--- config.mk ---
export PLATFORM = sky130hd
export DESIGN_NAME = read_ptr_sync_level_flat
export DESIGN_NICKNAME = d
export VERILOG_FILES = /design/src/rtl/read_ptr_sync_level_if.sv /design/src/rtl/read_ptr_sync_level.sv /design/src/flat_wrapper.sv
export SDC_FILE = /design/constraint.sdc
export NUM_CORES = 1
export LEC_CHECK = 0
export CAP_MARGIN = 15
export CORE_UTILIZATION = 43
export CTS_CLUSTER_SIZE = 12
export DETAILED_ROUTE_END_ITERATION = 10
export PLACE_DENSITY = 0.87
export SLEW_MARGIN = 20
export SYNTH_ARGS = -nofsm -noshare
export SYNTH_HDL_FRONTEND = slang
export SYNTH_SLANG_ARGS = --single-unit
--- constraint.sdc ---
create_clock -name clk -period 3.81 [get_ports clk]
set_clock_uncertainty 0.2 [all_clocks]
set_input_delay 0.762 -clock clk [delete_from_list [all_inputs] [get_ports clk]]
set_output_delay 0.762 -clock clk [all_outputs]
set_load 0.03 [all_outputs]
--- src/rtl/read_ptr_sync_level_if.sv ---
// Read-side pointer bundle for read_ptr_sync_level: raw pointers in, synchronized
// pointer and occupancy status out.
interface read_ptr_sync_level_if #(
    parameter int ADDR_W = 4
);
    logic [ADDR_W:0] wgray;
    logic [ADDR_W:0] rgray;
    logic [ADDR_W:0] rqr;
    logic [ADDR_W:0] rlevel;
    logic            ralmost_empty;
    logic            ptr_err;

    modport master (
        output wgray, rgray,
        input  rqr, rlevel, ralmost_empty, ptr_err
    );

    modport slave (
        input  wgray, rgray,
        output rqr, rlevel, ralmost_empty, ptr_err
    );
endinterface

--- src/rtl/read_ptr_sync_level.sv ---
// Write-pointer synchronizer into the read domain plus registered fill level,
// almost-empty and sticky pointer-error flags. Define SYNC3_EN for a 3-flop synchronizer.
module read_ptr_sync_level #(
    parameter int ADDR_W    = 4,
    parameter int AE_THRESH = 2
) (
    input logic                  clk,
    input logic                  rst,
    read_ptr_sync_level_if.slave bus
);
    localparam logic [ADDR_W:0] DEPTH  = (ADDR_W+1)'(1 << ADDR_W);
    localparam logic [ADDR_W:0] AE_LVL = (ADDR_W+1)'(AE_THRESH);

    function automatic logic [ADDR_W:0] gray2bin(input logic [ADDR_W:0] g);
        logic [ADDR_W:0] b;
        b[ADDR_W] = g[ADDR_W];
        for (int i = ADDR_W - 1; i >= 0; i--)
            b[i] = b[i+1] ^ g[i];
        return b;
    endfunction

    logic [ADDR_W:0] s1, s2;
    logic [ADDR_W:0] wbin_s, rbin, lvl_next;
    logic [ADDR_W:0] rlevel_q;
    logic            ae_q, err_q;

    // Only s1 ever sees the asynchronous wgray; no logic between stages.
    always_ff @(posedge clk or posedge rst) begin
        if (rst) begin
            s1 <= '0;
            s2 <= '0;
        end else begin
            s1 <= bus.wgray;
            s2 <= s1;
        end
    end

`ifdef SYNC3_EN
    logic [ADDR_W:0] s3;

    always_ff @(posedge clk or posedge rst) begin
        if (rst) s3 <= '0;
        else     s3 <= s2;
    end

    assign bus.rqr = s3;
`else
    assign bus.rqr = s2;
`endif

    // Modulo subtraction absorbs the wrap of the pointer MSB.
    assign wbin_s   = gray2bin(bus.rqr);
    assign rbin     = gray2bin(bus.rgray);
    assign lvl_next = wbin_s - rbin;

    always_ff @(posedge clk or posedge rst) begin
        if (rst) begin
            rlevel_q <= '0;
            ae_q     <= 1'b1;
            err_q    <= 1'b0;
        end else begin
            rlevel_q <= lvl_next;
            ae_q     <= (lvl_next <= AE_LVL);
            if (lvl_next > DEPTH)
                err_q <= 1'b1;
        end
    end

    assign bus.rlevel        = rlevel_q;
    assign bus.ralmost_empty = ae_q;
    assign bus.ptr_err       = err_q;
endmodule

--- src/flat_wrapper.sv ---
// flat-port wrapper written by rule: the top's interface ports become plain ports
module read_ptr_sync_level_flat 
#(
    parameter int ADDR_W    = 4,
    parameter int AE_THRESH = 2
)
  (clk, rst, bus_wgray, bus_rgray, bus_rqr, bus_rlevel, bus_ralmost_empty, bus_ptr_err);
  read_ptr_sync_level_if #(.ADDR_W(ADDR_W)) bus_i ();
  input logic clk;
  input logic rst;
  input wire logic [$bits(bus_i.wgray)-1:0] bus_wgray;
  input wire logic [$bits(bus_i.rgray)-1:0] bus_rgray;
  output wire logic [$bits(bus_i.rqr)-1:0] bus_rqr;
  output wire logic [$bits(bus_i.rlevel)-1:0] bus_rlevel;
  output wire logic [$bits(bus_i.ralmost_empty)-1:0] bus_ralmost_empty;
  output wire logic [$bits(bus_i.ptr_err)-1:0] bus_ptr_err;
  assign bus_i.wgray = bus_wgray;
  assign bus_i.rgray = bus_rgray;
  assign bus_rqr = bus_i.rqr;
  assign bus_rlevel = bus_i.rlevel;
  assign bus_ralmost_empty = bus_i.ralmost_empty;
  assign bus_ptr_err = bus_i.ptr_err;
  read_ptr_sync_level #(.ADDR_W(ADDR_W), .AE_THRESH(AE_THRESH)) u_core (.clk(clk), .rst(rst), .bus(bus_i));
endmodule
==> flow_metrics.env <==
export IMPL_status="completed"
export IMPL_fp_row_count=14
export IMPL_cts_hold_buf=0
export IMPL_post_cts_resized=0
export IMPL_wl_mm=1.16
export IMPL_routedWlPerCell_um=12.5
export IMPL_yosys_cell_types_count=16
export IMPL_synth_area_leader_cell="dfrtp_1"
export IMPL_grt_pass1_vias=439
export IMPL_worst_slack_ns=0.201
export IMPL_worstMarginPinSlew_ns=0.617
export IMPL_clkTransAtPathRegs_ns=0.09
export IMPL_placedCellCount=89
export IMPL_synth_top_family_by_area="XOR/XNOR gates"
export IMPL_start_kind="input pin"
export IMPL_synth_cells=45
export IMPL_pre_cts_slack_ns=-0.103
export IMPL_slew_headroom_pct=58.8
export IMPL_yosys_area_share_xor_xnor_pct=19.2
export IMPL_port_buffers=23
export IMPL_drtIter0Drc=2
export IMPL_synth_nets=62
export IMPL_fillers=113
export IMPL_cp_slowest_cell="clkdlybuf4s50_1"
export IMPL_cts_sinks=17
export IMPL_period_minus_slack_ns=3.61
export IMPL_cts_buffers=3
export IMPL_dp_hpwl_um=944
export IMPL_vdd_drop_max_mv=0.367
export IMPL_synth_top_area_share_pct=56.9
export IMPL_hold_viol_final=0
export IMPL_synth_edf_count=0
export IMPL_hold_slack_ns=0.157
export IMPL_fmax_ghz=0.277
export IMPL_grt_usage_pct=15.7
export IMPL_clk_path_buf_depth=2
export IMPL_cts_root_buf="clkbuf_4"
export IMPL_start_util_pct=46.1
export IMPL_cts_tree="yes"
export IMPL_fp_dieH_um=42.4
export IMPL_crit_type="input pin to register"
export IMPL_crit_fanout=3
export IMPL_synth_compound_area_share_pct=6.05
export IMPL_critPathMaxStageDelay_ns=0.46
export IMPL_cp_arrival_ns=3.60
export IMPL_totalNegativeSetupSlack_ns=0
export IMPL_setup_viol=0
export IMPL_async_reset_ff_share_pct=100
export IMPL_route_detailed_drc=0
export IMPL_postCtsSetupBuffers=0
export IMPL_slew_violations=0
export IMPL_dr_total_vias=432
export IMPL_antenna_found_initial=0
export IMPL_crit_chain="clkdlybuf4s50_1, xnor2_2, xor2_1, xor2_1, xnor2_1, ha_1, inv_1, fa_1, a21o_1, a21oi_1, xnor2_1, a2111oi_2"
export IMPL_final_cells=93
export IMPL_layout_nets=95
export IMPL_dieArea_um2=1800
export IMPL_p_per_area_nw_per_um2=588
export IMPL_grt_overflow_total=0
export IMPL_drv_cap=0
export IMPL_synth_adder_area_share_pct=9.96
export IMPL_required_ns=3.80
export IMPL_cts_htree_levels=1
export IMPL_muxShareOfSynthArea_pct=0
export IMPL_io_pins=24
export IMPL_viasPerCell=4.65
export IMPL_synthSimpleGateAreaFrac_pct=2.49
export IMPL_synth_area_leaders="dfrtp_1, ha_1, xor2_2"
export IMPL_synth_main_ff_cell="dfrtp_1"
export IMPL_grt_pass1_wl_mm=1.95
export IMPL_seq_area_frac_synth_pct=60.7
export IMPL_hp_class="register to register"
export IMPL_crit_path_end_kind="register"
export IMPL_p_leak_uw=0.000442
export IMPL_grt_max_degree=18
export IMPL_core_area_um2=1520
export IMPL_rsz0062_at_grt="false"
export IMPL_synth_seq_cells=17
export IMPL_drt_pass1_iter_count=2
export IMPL_clk_latency_ns=0.29
export IMPL_die_x_um=42.4
export IMPL_layout_drive_gt1_share_pct=18.2
export IMPL_ant_nets=0
export IMPL_place_gp_congestion=0.721
export IMPL_finalCritPeriodShare_pct=94.7
export IMPL_avgSynthCellArea_um2=15.6
export IMPL_ys_warn_count=0
export IMPL_synth_area_um2=703
export IMPL_antenna_cells=0
export IMPL_synthToLayoutAreaGrowth_pct=44.7
## cell type report
class                      count  area [um2]  share of cell area (%)
inverter                       3        11.3                    1.11
tap                           16        20.0                    1.97
sequential                    17         427                    41.9
multi-input combinational     25         265                    26.1
clock buffer                   4        26.3                    2.58
timing repair buffer          28         268                    26.3
## critical path: cells and delay by family
family          cells  cell delay, ns
buf+inv             2            0.51
compound gates      3            0.73
xor+xnor            5            1.01
fa+ha+maj           2            0.59
## worst paths after layout
path | start | to | slack [ns] | cells after the start
min | u_core.s1[4]$_DFF_PP0_ | u_core.bus.rqr[4]$_DFF_PP0_ | 0.16 | 0
min reg2reg | u_core.s1[4]$_DFF_PP0_ | u_core.bus.rqr[4]$_DFF_PP0_ | 0.16 | 0
max | bus_rgray[4] | u_core.bus.ralmost_empty$_DFF_PP1_ | 0.20 | 12
min in group asynchronous | rst | u_core.bus.rqr[3]$_DFF_PP0_ | 0.64 | 2
max reg2reg | u_core.bus.rqr[4]$_DFF_PP0_ | u_core.bus.ralmost_empty$_DFF_PP1_ | 0.63 | 11
max in group asynchronous | rst | u_core.bus.rlevel[2]$_DFF_PP0_ | 2.38 | 2
## synthesized netlist by cell type (2+ instances only)
master,n
inv_1,3
xor2_2,3
ha_1,4
a21oi_1,2
xnor2_1,4
dfrtp_1,16
xor2_1,4
## stage by stage
stage / util (%) / total power [uW] / area [um2]
6_report: 66.7 / 598 / 1020
5_1_grt: 66.7 / 634 / 1020
3_5_place_dp: 65.0 / 511 / 991
4_1_cts: 66.7 / 607 / 1020
2_1_floorplan: - / 396 / 703
3_3_place_gp: 65.0 / 503 / 991
## sequential cells by signal, indices dropped and copies added (netlist names)
| signal | flops |
|---|---|
| u_core.bus.ptr_err | 1 |
| u_core.bus.ralmost_empty | 1 |
| u_core.bus.rlevel | 5 |
| u_core.bus.rqr | 5 |
| u_core.s1 | 5 |
## cell families (layout without fill, tap and decap cells)
kind of cell               after synthesis  in the layout
AOI/OAI and AO/OA                        5              5
xor gates and xnor gates                12             12
adders and majority gates                5              5
buffers and inverters                    3             35
DFF                                     17             17
and+or+nand+nor                          3              3
## where the power goes
group | switching [uW] | internal, uW | leakage [uW]
Clock | 53.2 | 40.7 | 0.0000150
Sequential | 11.1 | 218 | 0.000194
Combinational | 152 | 123 | 0.000233
Total | 217 | 382 | 0.000442
## routing by layer
metal	vias to the layer above	routed length, um	track usage (%)
met5	-	0	0
met1	204	452	16.5
li1	209	-	-
met4	0	12	7.50
met3	2	69	6.90
met2	17	627	26.5
## placed cells by master (no fill, tap or decap), drive strengths merged
master	netlist	routed
a2111oi	1	1
buf	0	5
ha	4	4
nand3b	1	1
clkbuf	0	4
inv	3	3
o32a	1	1
nand2	1	1
clkdlybuf4s50	0	23
or3	1	1
dfstp	1	1
fa	1	1
xor2	7	7
xnor2	5	5
dfrtp	16	16
a21oi	2	2
a21o	1	1
No activity file was read; power rests on OpenSTA's default activity.
